==> config.mk <==
export PLATFORM = sky130hd
export DESIGN_NAME = fifo_burst_reader
export DESIGN_NICKNAME = d
export VERILOG_FILES = /design/src/rtl/fifo_pkg.sv /design/src/rtl/fifo_burst_reader.sv
export SDC_FILE = /design/constraint.sdc
export NUM_CORES = 1
export LEC_CHECK = 0
export CORE_MARGIN = 5
export CORE_UTILIZATION = 54
export DETAILED_ROUTE_END_ITERATION = 7
export HOLD_SLACK_MARGIN = 0.15
export PLACE_DENSITY = 0.83
export SLEW_MARGIN = 20
export SYNTH_ARGS = -nofsm -noshare
export SYNTH_HDL_FRONTEND = slang
export SYNTH_SLANG_ARGS = --single-unit
==> constraint.sdc <==
create_clock -name clk_i -period 5.2 [get_ports clk_i]
set_input_delay 0.78 -clock clk_i [delete_from_list [all_inputs] [get_ports clk_i]]
set_output_delay 0.78 -clock clk_i [all_outputs]
set_load 0.1 [all_outputs]
==> src/rtl/fifo_pkg.sv <==
// Shared types for the FIFO burst reader: the controller state enumeration.
package fifo_pkg;

  typedef enum logic [1:0] {
    ST_IDLE  = 2'd0,
    ST_BURST = 2'd1,
    ST_DRAIN = 2'd2
  } state_e;

endpackage

==> src/rtl/fifo_burst_reader.sv <==
// Burst reader for a showahead FIFO. It waits for a full burst's worth of
// words, or for an idle timeout, and then pops a latched number of words. The
// words leave through a one-word valid/ready output register with
// start-of-burst and end-of-burst markers.
module fifo_burst_reader
  import fifo_pkg::*;
#(
  parameter int DWIDTH    = 8,
  parameter int AWIDTH    = 4,
  parameter int BURST_LEN = 4,
  parameter int TIMEOUT   = 16
) (
  input  logic              clk_i,
  input  logic              srst_n_i,
  input  logic [DWIDTH-1:0] fifo_q_i,
  input  logic              fifo_empty_i,
  input  logic [AWIDTH-1:0] fifo_usedw_i,
  output logic              fifo_rd_req_o,
  output logic [DWIDTH-1:0] data_o,
  output logic              valid_o,
  input  logic              ready_i,
  output logic              sop_o,
  output logic              eop_o,
  output logic              busy_o
);

  // One extra bit so that a burst of 2^AWIDTH words is representable.
  localparam int LW = AWIDTH + 1;
  localparam int TW = $clog2(TIMEOUT + 1);

  localparam logic [LW-1:0] BURST_LEN_W = LW'(BURST_LEN);
  localparam logic [LW-1:0] ONE_W       = LW'(1);
  localparam logic [TW-1:0] TMO_LAST    = TW'(TIMEOUT - 1);
  localparam logic [TW-1:0] TMO_ONE     = TW'(1);

  state_e            state_q, state_d;
  logic [LW-1:0]     len_q,   len_d;    // latched burst length
  logic [LW-1:0]     rem_q,   rem_d;    // pops still owed in this burst
  logic [TW-1:0]     tmo_q,   tmo_d;    // idle cycles with a non-empty FIFO
  logic [DWIDTH-1:0] data_q,  data_d;
  logic              valid_q, valid_d;
  logic              sop_q,   sop_d;
  logic              eop_q,   eop_d;

  logic [LW-1:0]     usedw_ext;
  logic              full_ok;
  logic              accept;
  logic              pop;

  // A usedw of 0 with a non-empty FIFO means the FIFO is completely full.
  assign usedw_ext = {1'b0, fifo_usedw_i};
  assign full_ok   = !fifo_empty_i &&
                     ((usedw_ext >= BURST_LEN_W) || (fifo_usedw_i == '0));
  assign accept    = valid_q && ready_i;

  // Pop when the burst still owes words, the FIFO has one, and the output
  // register is free or being emptied this cycle.
  assign pop = (state_q == ST_BURST) && !fifo_empty_i && (rem_q != '0) &&
               (!valid_q || ready_i);

  // The pop request is gated by reset so no word is lost in a reset cycle.
  assign fifo_rd_req_o = srst_n_i && pop;

  assign data_o  = data_q;
  assign valid_o = valid_q;
  assign sop_o   = sop_q;
  assign eop_o   = eop_q;
  assign busy_o  = (state_q != ST_IDLE);

  // Next-state, counter and output-register logic.
  always_comb begin
    // NOTE: every signal written here gets a default first; a path that left
    // one unassigned would make synthesis infer a latch to hold it.
    state_d = state_q;
    len_d   = len_q;
    rem_d   = rem_q;
    tmo_d   = tmo_q;
    data_d  = data_q;
    valid_d = valid_q;
    sop_d   = sop_q;
    eop_d   = eop_q;

    // Output register: load on a pop, otherwise empty it once accepted.
    if (pop) begin
      data_d  = fifo_q_i;
      valid_d = 1'b1;
      sop_d   = (rem_q == len_q);
      eop_d   = (rem_q == ONE_W);
    end else if (accept) begin
      valid_d = 1'b0;
      sop_d   = 1'b0;
      eop_d   = 1'b0;
    end

    unique case (state_q)
      ST_IDLE: begin
        if (fifo_empty_i) begin
          tmo_d = '0;
        end else if (full_ok) begin
          state_d = ST_BURST;
          len_d   = BURST_LEN_W;
          rem_d   = BURST_LEN_W;
          tmo_d   = '0;
        end else if (tmo_q == TMO_LAST) begin
          // Short burst: take whatever is there now, at least one word.
          state_d = ST_BURST;
          len_d   = usedw_ext;
          rem_d   = usedw_ext;
          tmo_d   = '0;
        end else begin
          tmo_d = tmo_q + TMO_ONE;
        end
      end

      ST_BURST: begin
        if (pop) begin
          rem_d = rem_q - ONE_W;
          if (rem_q == ONE_W) begin
            state_d = ST_DRAIN;
          end
        end
      end

      ST_DRAIN: begin
        // The only word left in the output register is the eop word.
        if (accept) begin
          state_d = ST_IDLE;
        end
      end

      default: state_d = ST_IDLE;
    endcase
  end

  // State and output registers with synchronous reset.
  always_ff @(posedge clk_i) begin
    // NOTE: sequential state uses non-blocking assignments so every flop
    // samples its pre-edge value regardless of statement order.
    if (!srst_n_i) begin
      state_q <= ST_IDLE;
      len_q   <= '0;
      rem_q   <= '0;
      tmo_q   <= '0;
      // NOTE: the data register is cleared as well, so downstream never sees
      // a stale word from before the reset.
      data_q  <= '0;
      valid_q <= 1'b0;
      sop_q   <= 1'b0;
      eop_q   <= 1'b0;
    end else begin
      state_q <= state_d;
      len_q   <= len_d;
      rem_q   <= rem_d;
      tmo_q   <= tmo_d;
      data_q  <= data_d;
      valid_q <= valid_d;
      sop_q   <= sop_d;
      eop_q   <= eop_d;
    end
  end

endmodule

==> flow_summary_export.csv, run 1 <==
group,metric,value,unit
clock_network,path_clk_slew,0.14,ns
synth,synth.avg_cell_area,8.56,um^2
detailed_routing,wire_per_inst,15.1,um
timing,finalSetupViolCount,0,
floorplan,io_pins,29,
flow_run,maxCapViolations,0,
finish,antenna_cells,0,
detailed_routing,drt_iter0_markers,31,
placed_design,post-place-ws,1.88,ns
worst_setup_path,slowest_stage,"or4_4",
timing,rsz0062_at_grt,"no",
global_route,grt_pass1_wl,5.32,mm
clock_network,clk_latency,0.33,ns
worst_setup_path,slowest_delay,0.72,ns
worst_setup_path,crit_path_end_kind,"output port",
global_route,grt_pass1_vias,1187,
clock_network,cts_tree,"built",
global_route,track_usage,19.6,%
detailed_routing,antenna_left,0,
timing,worst_slack,1.82,ns
synth,yosysUniqueCellTypes,46,
worst_setup_path,worstPathRequired,4.42,ns
worst_setup_path,r2r_cells,6,
worst_setup_path,reg2reg_slack,3.13,ns
placed_design,port_buffers,28,
global_route,grt_max_degree,21,
worst_hold_path,whs_endpoint,"data_o[6]",
clock_network,h-tree-depth,1,
worst_setup_path,arrival,2.60,ns
synth,ys_seq_area_share,39.5,%
timing,slew_viol_final,0,
synth,async_flop_share,0,%
clock_network,root_buffer,"clkbuf_4",
worst_hold_path,min_from,"data_o[6]",
floorplan,placementRows,18,
detailed_routing,dr.pass1.iters,4,
floorplan,dieWidth,60.4,um
detailed_routing,drc_errors,0,
floorplan,die_h,60.4,um
synth,syn-cell-area,1370,um^2
worst_setup_path,setup.worst_path.start_class,"input pin",
finish,area_delta_synth_final,22.0,%
timing,post-route-period-util,65.0,%
clock_network,cts_hold_buf,0,
synth,synthFlopType,"dfxtp_1",
clock_network,cts-resized-gates,0,
worst_setup_path,crit_chain,"clkdlybuf4s50_1 > or4_4 > nor2_1 > buf_4",
synth,synth_edf_count,0,
timing,tns,0,ns
worst_setup_path,critPathMaxFanout,13,
worst_hold_path,hp-class,"reg -> reg",
timing,tightest_slew,0.979,ns
floorplan,initial_utilization,55.8,%
pwr,powerDensity,266,nW/um^2
pwr,p_leak,0.640,nW
timing,maxSlewHeadroom,34.5,%
detailed_routing,totalWireLength,3.25,mm
status,status,"completed",
finish,layout.cells.most_common_list,"nand2_1 (27), dfxtp_1 (27), clkdlybuf4s50_1 (27)",
finish,final_nets,205,
floorplan,core_area,2450,um^2
timing,period_needed,3.38,ns
finish,final_layout_size_suffix_gt1_share,8.11,%
global_route,grt-ovfl-total,0,
clock_network,postCtsSetupRepairBufs,0,
placed_design,gp_congestion,0.881,
placed_design,post-dp-hpwl,2.47,mm
synth,synth_fp_nets,179,
synth,yosysWarnings,0,
timing,max_freq,0.296,GHz
timing,hold_viol,0,
synth,ys_seq_elements,27,
floorplan,die_area,3640,um^2
worst_setup_path,reg2reg_from,"rem_q[0]",
timing,skew,0.00154,ns
global_route,antenna_found_initial,0,
clock_network,cts.sinks,27,
worst_hold_path,hold_depth,2,
clock_network,clockBufferDepth,2,
pwr,ir_worst_vdd,0.179,mV
worst_setup_path,crit_type,"in -> out",
synth,synth_cells,160,
detailed_routing,viasPerCell,5.91,
clock_network,cts-buffers-inserted,3,
worst_setup_path,r2r_end,"rem_q[2]",
detailed_routing,num_vias,1270,
[sequential cells by signal, summed over array words and instances, names as in the netlist]
register,count
data_o,8
rem_q,5
tmo_q,5
len_q,4
state_q,2
eop_o,1
sop_o,1
valid_o,1
[critical path: cells and delay by family]
kind / cells / cell delay (ns)
AND/OR/NAND/NOR: 2 / 0.83
buffers and inverters: 2 / 0.97
[where the power goes]
| part | internal [mW] | leakage [nW] | switching (mW) |
|---|---|---|---|
| sequential | 0.216 | 0.219 | 0.0109 |
| combinational | 0.0471 | 0.403 | 0.0780 |
| clock | 0.0290 | 0.0177 | 0.0637 |
[cell families (layout without fill, tap and decap cells)]
kind of cell,Yosys count,count (layout),synth area share [%]
AO/OA/AOI/OAI,43,43,22.4
XOR/XNOR,5,5,3.20
adder cells (fa/ha/maj),3,3,2.74
buffers and inverters,15,40,5.84
flip-flops,27,27,39.5
multiplexers,1,1,0.822
AND/OR/NAND/NOR,66,66,25.6
[cell usage after synthesis (2+ instances only)]
cell | n | area, um^2
buf_6 | 3 | 33.8
o211ai_1 | 2 | 15.0
a21oi_1 | 18 | 90.1
ha_1 | 3 | 37.5
xor2_1 | 4 | 35.0
or2_2 | 2 | 12.5
nor2b_1 | 3 | 18.8
inv_1 | 8 | 30.0
nor2_1 | 10 | 37.5
nor3_1 | 5 | 25.0
o21ai_0 | 5 | 25.0
dfxtp_1 | 27 | 541
nand2_1 | 27 | 101
o211a_1 | 3 | 30.0
and2_1 | 2 | 12.5
clkbuf_1 | 3 | 11.3
nand3_1 | 4 | 20.0
nand3b_1 | 2 | 15.0
o22ai_1 | 2 | 12.5
[through the flow]
stage	util [%]	cells	hold WS, ns	total power, mW	instance area (um^2)
finish	68.1	215	0.468	0.445	1670
global route	68.1	215	0.503	0.466	1670
CTS	67.7	215	0.470	0.447	1660
detailed placement	66.6	211	0.450	0.354	1640
global placement	66.6	211	0.445	0.350	1640
floorplan	-	160	0.440	0.323	1370
[routing by layer]
| metal | vias up | GRT usage (%) | share of wire, % |
|---|---|---|---|
| li1 | 616 | - | - |
| met2 | 39 | 34.6 | 51 |
| met3 | 9 | 4.04 | 4.4 |
| met5 | - | 0 | 0 |
| met4 | 0 | 8.54 | 3.0 |
| met1 | 606 | 22.7 | 41 |
[worst max-delay path by stage]
stage | start | end | slack, ns | depth (start not counted)
floorplan | valid_o | fifo_rd_req_o | 1.50 | 4
global placement | fifo_empty_i | fifo_rd_req_o | 1.91 | 4
detailed placement | fifo_empty_i | fifo_rd_req_o | 1.88 | 4
CTS | fifo_empty_i | fifo_rd_req_o | 1.88 | 4
global route | fifo_empty_i | fifo_rd_req_o | 1.77 | 4
finish | fifo_empty_i | fifo_rd_req_o | 1.82 | 4
[area by class of cell]
type                    instances  area [um^2]
fillers                       211          783
well taps                      30         37.5
multi-input cells             118          758
clock inverters                 1         5.00
flip-flops and latches         27          541
inverters                       8         30.0
repair buffers                 28          278
clock buffers                   3         22.5
(Power assumes the default switching activity.)
==> run 2: changes to the inputs <==
CORE_UTILIZATION = 45   (was 54)
PLACE_DENSITY = 0.74   (was 0.83)
clock period = 3 ns   (was 5.2 ns; I/O delays follow)
==> run 2 against run 1 <==
  * Hold slack got worse by 0.0024 ns
  * Worst setup slack got worse by 1.5 ns
  * Count of clock-buffer cells in the layout increased by 1
==> flow_summary_export.csv, run 2 (synthesis results as in run 1) <==
group,metric,value,unit
placed_design,post-dp-hpwl,2.50,mm
worst_setup_path,arrival,2.22,ns
worst_setup_path,crit_path_end_kind,"output port",
global_route,grt-ovfl-total,0,
finish,layout.cells.most_common_list,"nand2_1 (27), dfxtp_1 (27), a21oi_1 (18)",
worst_setup_path,critPathMaxFanout,11,
global_route,grt_max_degree,20,
detailed_routing,drt_iter0_markers,48,
floorplan,dieWidth,65.2,um
worst_hold_path,hold_depth,2,
floorplan,die_area,4250,um^2
timing,finalSetupViolCount,0,
timing,tightest_slew,0.547,ns
finish,area_delta_synth_final,22.1,%
clock_network,cts.sinks,27,
clock_network,cts-resized-gates,0,
detailed_routing,wire_per_inst,14.7,um
clock_network,cts_hold_buf,0,
clock_network,postCtsSetupRepairBufs,0,
placed_design,placed_cells,217,
placed_design,port_buffers,28,
timing,maxSlewHeadroom,63.4,%
worst_setup_path,worstPathRequired,2.55,ns
clock_network,cts_tree,"built",
detailed_routing,viasPerCell,5.74,
pwr,p_total,0.767,mW
floorplan,initial_utilization,46.0,%
pwr,ir_worst_vdd,0.227,mV
finish,utilization,56.2,%
detailed_routing,dr.pass1.iters,4,
clock_network,clk_latency,0.32,ns
clock_network,cts-buffers-inserted,3,
status,status,"completed",
timing,rsz0062_at_grt,"no",
timing,post-route-period-util,89.1,%
global_route,grt_pass1_vias,1313,
worst_setup_path,crit_type,"reg -> out",
detailed_routing,antenna_left,0,
timing,period_needed,2.67,ns
floorplan,die_h,65.2,um
timing,hold_viol,0,
clock_network,clockBufferDepth,2,
floorplan,io_pins,29,
global_route,track_usage,17.0,%
finish,fill_cells,277,
finish,instances_no_fill,221,
finish,antenna_cells,0,
global_route,antenna_found_initial,0,
floorplan,core_area,2980,um^2
flow_run,maxCapViolations,0,
detailed_routing,drc_errors,0,
placed_design,gp_congestion,0.816,
timing,slew_viol_final,0,
finish,final_nets,208,
floorplan,placementRows,20,
worst_hold_path,hp-class,"reg -> reg",
worst_setup_path,setup.worst_path.start_class,"flip-flop",
pwr,p_leak,0.678,nW
finish,largest_reg_flops,8,
timing,max_freq,0.374,GHz
clock_network,h-tree-depth,1,
finish,final_layout_size_suffix_gt1_share,16.0,%
pwr,powerDensity,459,nW/um^2
timing,skew,0.00328,ns
timing,fin_hold_ws,0.465,ns
worst_setup_path,r2r_cells,6,
clock_network,root_buffer,"clkbuf_4",
detailed_routing,totalWireLength,3.24,mm
global_route,grt_pass1_wl,5.75,mm
clock_network,path_clk_slew,0.14,ns
timing,tns,0,ns
detailed_routing,num_vias,1268,
run 2: changes by cell type in the layout (fill, tap and decap cells not counted):
cell / previous run / this run
nor2_2: 0 / 1
nor4_2: 0 / 1
buf_12: 0 / 1
buf_4: 1 / 15
clkinv_2: 1 / 0
clkdlybuf4s50_1: 27 / 15
nor4_4: 1 / 0
nor2_1: 10 / 9
clkbuf_1: 0 / 1
run 2: where the power goes:
| group | internal [mW] | switching, mW |
|---|---|---|
| clock network | 0.0521 | 0.104 |
| registers | 0.375 | 0.0189 |
| logic | 0.0830 | 0.134 |
run 2: cell type report:
class                   count  area (um^2)  share of cell area [%]
inverters                   8         30.0                    1.80
clock buffers               4         26.3                    1.57
well taps                  33         41.3                    2.47
multi-input cells         118          752                    45.0
flip-flops and latches     27          541                    32.3
repair buffers             31          283                    16.9
run 2: worst paths after layout:
check             from             to  slack [ns]
max reg2reg   rem_q[0]       rem_q[2]        1.06
max           rem_q[0]  fifo_rd_req_o        0.33
min          data_o[4]      data_o[4]        0.47
min reg2reg  data_o[4]      data_o[4]        0.47
run 2: stage by stage:
stage / cell area (um^2) / setup slack, ns
global placement: 1650 / 0.553
global route: 1670 / 0.219
CTS: 1670 / 0.318
floorplan: 1370 / 0.105
finish: 1670 / 0.327
detailed placement: 1650 / 0.520
run 2: metal layers:
metal	track usage [%]	routed length (um)	share of wire (%)	up-vias
met5	0	0	0	-
met1	19.2	1320	41	584
met4	6.48	48	1.5	0
met2	31.2	1640	50	51
met3	3.25	238	7.3	7
li1	-	-	-	626
run 2: critical path, stage by stage (launching register included):
cell     delay [ns]
dfxtp_1        0.44
inv_1          0.09
ha_1           0.26
nor4b_4        0.17
or4_4          0.58
nor2_2         0.16
buf_12         0.19
